`src/rtl/vga_fb_arbiter.sv`:
```
// Time-slot scheduler sharing one async-SRAM framebuffer between VGA scan-out and a pixel writer.
// Optional host read port sharing the free slots: define VGA_FB_ARB_READ_PORT_EN.
module vga_fb_arbiter #(
  parameter int H_VISIBLE     = 640,
  parameter int V_VISIBLE     = 480,
  parameter int ADDR_BITS     = 20,
  parameter int DATA_BITS     = 16,
  parameter int WR_FIFO_DEPTH = 4
) (
  input  logic                 clk,
  input  logic                 reset,
  output logic                 pix_stb,
  input  logic [9:0]           column,
  input  logic [9:0]           row,
  output logic [DATA_BITS-1:0] disp_data,
  output logic                 disp_valid,
  input  logic                 wr_valid,
  output logic                 wr_ready,
  input  logic [ADDR_BITS-1:0] wr_addr,
  input  logic [DATA_BITS-1:0] wr_data,
  output logic [ADDR_BITS-1:0] sram_addr,
  output logic [DATA_BITS-1:0] sram_wdata,
  output logic                 sram_data_oe,
  output logic                 sram_we_n,
  output logic                 sram_oe_n,
  input  logic [DATA_BITS-1:0] sram_rdata
`ifdef VGA_FB_ARB_READ_PORT_EN
  ,
  input  logic                 rd_valid,
  output logic                 rd_ready,
  input  logic [ADDR_BITS-1:0] rd_addr,
  output logic [DATA_BITS-1:0] rd_rdata,
  output logic                 rd_rvalid
`endif
);

  typedef enum logic [1:0] {
    SLOT_IDLE,
    SLOT_DISP_RD,
    SLOT_WR,
    SLOT_HOST_RD
  } slot_t;

  localparam int PTR_BITS   = $clog2(WR_FIFO_DEPTH);
  localparam int ENTRY_BITS = ADDR_BITS + DATA_BITS;
  localparam logic [31:0] H_VIS_W = 32'(H_VISIBLE);
  localparam logic [31:0] V_VIS_W = 32'(V_VISIBLE);
  localparam logic [PTR_BITS:0] FIFO_FULL = (PTR_BITS + 1)'(WR_FIFO_DEPTH);

  logic                  phase_reg;
  slot_t                 slot_reg;
  slot_t                 slot_next;
  logic [ENTRY_BITS-1:0] fifo_mem [WR_FIFO_DEPTH];
  logic [PTR_BITS-1:0]   wr_ptr_reg;
  logic [PTR_BITS-1:0]   rd_ptr_reg;
  logic [PTR_BITS:0]     count_reg;
  logic [PTR_BITS:0]     count_next;
  logic                  wr_ready_reg;
  logic [DATA_BITS-1:0]  cap_data_reg;
  logic                  cap_valid_reg;

  logic                  push;
  logic                  pop;
  logic                  fifo_empty;
  logic                  visible;
  logic                  free_slot;
  logic                  wr_grant;
  logic                  host_grant;
  logic [ADDR_BITS-1:0]  disp_addr;
  logic [ADDR_BITS-1:0]  head_addr;
  logic [DATA_BITS-1:0]  head_data;

  assign visible   = (32'(column) < H_VIS_W) && (32'(row) < V_VIS_W);
  assign disp_addr = ADDR_BITS'(32'(row) * H_VIS_W + 32'(column));
  assign {head_addr, head_data} = fifo_mem[rd_ptr_reg];
  assign fifo_empty = (count_reg == '0);
  // phase_reg==0 means the next edge enters phase 1 (always free); phase 0 is free only in blanking
  assign free_slot  = !phase_reg || !visible;
  assign push       = reset && wr_valid && wr_ready_reg;
  assign pop        = wr_grant;
  assign count_next = count_reg + (PTR_BITS + 1)'(push) - (PTR_BITS + 1)'(pop);
  assign pix_stb    = phase_reg;
  assign wr_ready   = wr_ready_reg;

`ifdef VGA_FB_ARB_READ_PORT_EN
  logic host_prio_reg;

  // Contested free slot goes to whichever requester lost the previous contest
  assign host_grant = reset && free_slot && rd_valid && (fifo_empty || host_prio_reg);
  assign wr_grant   = reset && free_slot && !fifo_empty && !host_grant;
  assign rd_ready   = host_grant;

  always_ff @(posedge clk) begin
    if (!reset) begin
      host_prio_reg <= 1'b0;
      rd_rvalid     <= 1'b0;
      rd_rdata      <= '0;
    end else begin
      rd_rvalid <= (slot_reg == SLOT_HOST_RD);
      if (slot_reg == SLOT_HOST_RD) begin
        rd_rdata <= sram_rdata;
      end
      if (free_slot && rd_valid && !fifo_empty) begin
        host_prio_reg <= wr_grant;
      end
    end
  end
`else
  assign host_grant = 1'b0;
  assign wr_grant   = reset && free_slot && !fifo_empty;
`endif

  always_comb begin
    slot_next = SLOT_IDLE;
    if (phase_reg && visible) begin
      slot_next = SLOT_DISP_RD;
    end else if (wr_grant) begin
      slot_next = SLOT_WR;
    end else if (host_grant) begin
      slot_next = SLOT_HOST_RD;
    end
  end

  always_ff @(posedge clk) begin
    if (push) begin
      fifo_mem[wr_ptr_reg] <= {wr_addr, wr_data};
    end
  end

  always_ff @(posedge clk) begin
    if (!reset) begin
      phase_reg     <= 1'b0;
      slot_reg      <= SLOT_IDLE;
      wr_ptr_reg    <= '0;
      rd_ptr_reg    <= '0;
      count_reg     <= '0;
      wr_ready_reg  <= 1'b0;
      cap_data_reg  <= '0;
      cap_valid_reg <= 1'b0;
      disp_data     <= '0;
      disp_valid    <= 1'b0;
      sram_addr     <= '0;
      sram_wdata    <= '0;
      sram_data_oe  <= 1'b0;
      sram_we_n     <= 1'b1;
      sram_oe_n     <= 1'b1;
    end else begin
      phase_reg    <= !phase_reg;
      slot_reg     <= slot_next;
      sram_oe_n    <= !((slot_next == SLOT_DISP_RD) || (slot_next == SLOT_HOST_RD));
      sram_we_n    <= (slot_next != SLOT_WR);
      sram_data_oe <= (slot_next == SLOT_WR);
      case (slot_next)
        SLOT_DISP_RD: sram_addr <= disp_addr;
        SLOT_WR: begin
          sram_addr  <= head_addr;
          sram_wdata <= head_data;
        end
`ifdef VGA_FB_ARB_READ_PORT_EN
        SLOT_HOST_RD: sram_addr <= rd_addr;
`endif
        default: ;
      endcase

      if (push) begin
        wr_ptr_reg <= wr_ptr_reg + PTR_BITS'(1);
      end
      if (pop) begin
        rd_ptr_reg <= rd_ptr_reg + PTR_BITS'(1);
      end
      count_reg    <= count_next;
      wr_ready_reg <= (count_next != FIFO_FULL);

      // Capture at the end of phase 0, present for the whole following slot pair
      if (!phase_reg) begin
        cap_valid_reg <= (slot_reg == SLOT_DISP_RD);
        cap_data_reg  <= (slot_reg == SLOT_DISP_RD) ? sram_rdata : '0;
      end else begin
        disp_valid <= cap_valid_reg;
        disp_data  <= cap_data_reg;
      end
    end
  end

endmodule

```
`config.mk`:
```
export PLATFORM = sky130hd
export DESIGN_NAME = vga_fb_arbiter
export DESIGN_NICKNAME = d
export VERILOG_FILES = /design/src/rtl/vga_fb_arbiter.sv
export SDC_FILE = /design/constraint.sdc
export NUM_CORES = 1
export LEC_CHECK = 0
export BUFFER_PORTS_ARGS = -buffer_cell sky130_fd_sc_hd__buf_4
export CORE_MARGIN = 4
export CORE_UTILIZATION = 60
export CTS_BUF_LIST = sky130_fd_sc_hd__clkbuf_4 sky130_fd_sc_hd__clkbuf_8 sky130_fd_sc_hd__clkbuf_16
export DETAILED_ROUTE_END_ITERATION = 6
export HOLD_SLACK_MARGIN = 0.03
export PLACE_DENSITY = 0.89
export SYNTH_ARGS = -nofsm -noshare
export SYNTH_HDL_FRONTEND = slang
export SYNTH_SLANG_ARGS = --single-unit
```
`constraint.sdc`:
```
create_clock -name clk -period 4.15 [get_ports clk]
set_input_delay 0.415 -clock clk [delete_from_list [all_inputs] [get_ports clk]]
set_output_delay 0.415 -clock clk [all_outputs]
set_load 0.01 [all_outputs]
```
==> results.yml <==
status:
  outcome: "finished, final reports clean"
grt:
  track_usage_pct: 22.0
  grt_pass1_vias: 5734
  antenna_found_initial: 0
  grt_max_degree: 54
  grt-ovfl-total: 0
  grt_pass1_wl_um: 30400
timing:
  period_needed_ns: 2.53
  maxSlewViolCount: 0
  period_share_pct: 61.0
  setup-violations-final: 0
  tns_ns: 0
  slew_headroom_pct: 32.2
  fmax_ghz: 0.395
  finalHoldViolations: 0
  worst_pin_slew_ns: 1.02
  rsz0062_at_grt: "false"
  finalClockSkew_ns: 0.0232
  whs_ns: 0.0879
  fin_ws_ns: 1.62
setup_path:
  end_kind: "register"
  cp.required_ns: 4.59
  crit_chain: "buf_4 > ha_1 > ha_1 > fa_1 > a211oi_2 > o31ai_2 > xor2_2 > nand4_1 > or3_1 > a31oi_1"
  path_class: "primary input to register"
  start_kind: "primary input"
  cpPeakStageDelay_ns: 0.43
  arrival_ns: 2.97
  crit_fanout: 5
  crit_top_cell: "ha_1"
  crit_slowest_cell: "fa_1"
  r2r_slack_ns: 1.78
synth:
  synth.avg_cell_area_um2: 15.0
  yosys.area.top_type_share_pct: 47.6
  yosysSeqAreaShare_pct: 66.3
  yosysTopAreaCell: "edfxtp_1"
  synth_edf_count: 144
  syn_nets: 710
  synth-seq-cells: 229
  ys_types: 55
  syn-instance-count: 608
  yosys_warnings: 0
  synth-main-ff-cell: "edfxtp_1"
  synthTopCellsByArea: "edfxtp_1 (48%), dfxtp_1 (19%), mux4_2 (8.9%), ha_1 (3.3%), nand2_1 (2.7%)"
  synth_area_um2: 9090
  ys_async_sr_fraction_pct: 0
drt:
  vias: 5552
  routedWlPerCell_um: 20.3
  initialDrtViolationCount: 333
  wirelength_um: 19100
  firstDrtPassIters: 5
  antenna_left: 0
  drcViolationCount: 0
  vias_per_cell: 5.90
place:
  place.detailed.hpwl_um: 12600
  numPortBuffers: 132
  gp_congestion: 0.851
  dp_slack_ns: 1.09
floorplan:
  die-area_um2: 17200
  ios: 133
  core-area_um2: 14700
  start_util_pct: 61.9
  die_w_um: 131
  die-height_um: 131
  rows: 44
cells_and_area:
  drive_gt1_share_pct: 30.6
  diodes: 0
  final_core_util_pct: 74.9
  fin_nets: 842
  largest_reg_flops: 144
  top_regs: "fifo_mem: 144 flops, sram_addr: 20 flops"
  regMostFlops: "fifo_mem"
  area_delta_synth_final_pct: 21.0
  n_fill_cell: 860
clocking:
  htree_levels: 1
  post_cts_resized: 0
  cts_setup_buffers: 0
  cts_buffer_depth: 3
  clk_pin_slew_worst_paths_ns: 0.06
  ctsHoldBuffers: 0
  clk_latency_ns: 0.53
  cts-root-buf: "clkbuf_16"
  cts_tree: "done"
  numCtsBuffers: 23
  clock_sinks: 229
min_path:
  hold_path.class: "primary input to register"
power_and_ir_drop:
  clkPwrFrac_pct: 32.5
  intPower_uw: 4560
  pwr-share-seq_pct: 45.8
  comb_power_share_pct: 21.8
  p_per_area_nw_per_um2: 573
  p_leak_uw: 0.00413
  vdd_drop_max_mv: 0.379
  power_switching_uw: 1750
  switching_share_pct: 27.7
flow_run:
  drv_cap: 0
per-layer routing:
layer	GRT usage, %	up-vias	part of all wire [%]
met4	6.77	0	2.7
li1	-	2568	-
met5	0	-	0
met3	5.01	42	7.6
met1	28.2	2708	40
met2	37.8	234	50
critical path, delay by kind of cell:
kind | cells | cell delay [ns]
compound gates | 3 | 0.72
xor+xnor | 1 | 0.24
fa+ha+maj | 3 | 0.95
buf+inv | 1 | 0.12
simple gates | 2 | 0.51
logic make-up after synthesis:
group,after synthesis,synth area share [%]
compound gates,92,7.35
xor+xnor,16,1.71
fa+ha+maj,27,3.96
buf+inv,42,1.83
flops,229,66.3
mux,57,11.2
simple gates,145,7.65
layout by cell type (no fill, tap or decap), drive strengths merged, types with 2 or more instances in the layout:
| master | count |
|---|---|
| xnor2 | 6 |
| fa | 3 |
| o221ai | 2 |
| inv | 13 |
| a31oi | 3 |
| ha | 24 |
| a311oi | 8 |
| nor2 | 22 |
| o21bai | 2 |
| xor2 | 10 |
| a211oi | 4 |
| a22oi | 3 |
| o211ai | 2 |
| nand4 | 2 |
| nor2b | 24 |
| clkinv | 9 |
| and2 | 7 |
| o31ai | 4 |
| mux4 | 36 |
| a21oi | 6 |
| edfxtp | 144 |
| nand2 | 67 |
| and2b | 2 |
| a22o | 16 |
| and3 | 2 |
| buf | 137 |
| nand3 | 8 |
| o2111ai | 2 |
| o22ai | 2 |
| nor3b | 2 |
| nor3 | 4 |
| dfxtp | 85 |
| a21o | 2 |
| clkbuf | 31 |
| o21ai | 29 |
| mux2i | 21 |
per-stage QoR:
stage | instance area (um2) | total power (uW) | cells
after global routing | 11000 | 6590 | 941
after CTS | 11000 | 6350 | 941
final | 11000 | 6310 | 941
after detailed placement | 10200 | 4300 | 899
after global placement | 10200 | 4230 | 899
after floorplan | 9090 | 3760 | 608
final cells by class:
class                      count  area, um2  share of cell area, %
clock buffer                  31        672                   6.11
clock inverter                11       93.8                  0.853
inverter                      12       45.0                  0.409
multi-input combinational    337       2910                   26.4
sequential                   229       6030                   54.8
tap                          184        230                   2.09
timing repair buffer         137       1030                   9.35
final timing paths:
kind            startpoint              end  cells after the start
max                 row[1]    sram_addr[19]                     10
min            wr_data[10]  fifo_mem[0][10]                      1
max reg2reg       wr_ready         wr_ready                      9
min reg2reg  cap_valid_reg    cap_valid_reg                      1
power groups by stage:
stage	Clock (uW)	Sequential, uW	Combinational [uW]
after floorplan	0	2860	890
after global placement	0	2910	1320
after detailed placement	0	2930	1370
after CTS	2080	2890	1380
after global routing	2170	2920	1490
final	2050	2890	1370
synthesized netlist by cell type (all sizes together) (3+ instances only):
| master | number |
|---|---|
| a211oi | 4 |
| a21oi | 6 |
| a22o | 16 |
| a22oi | 3 |
| a311oi | 8 |
| a31oi | 3 |
| and2 | 7 |
| buf | 10 |
| clkbuf | 20 |
| dfxtp | 85 |
| edfxtp | 144 |
| fa | 3 |
| ha | 24 |
| inv | 12 |
| mux2i | 21 |
| mux4 | 36 |
| nand2 | 67 |
| nand3 | 8 |
| nor2 | 22 |
| nor2b | 24 |
| nor3 | 4 |
| o21ai | 29 |
| o31ai | 4 |
| xnor2 | 6 |
| xor2 | 10 |
Note: power is estimated with default switching activity, not from simulation.
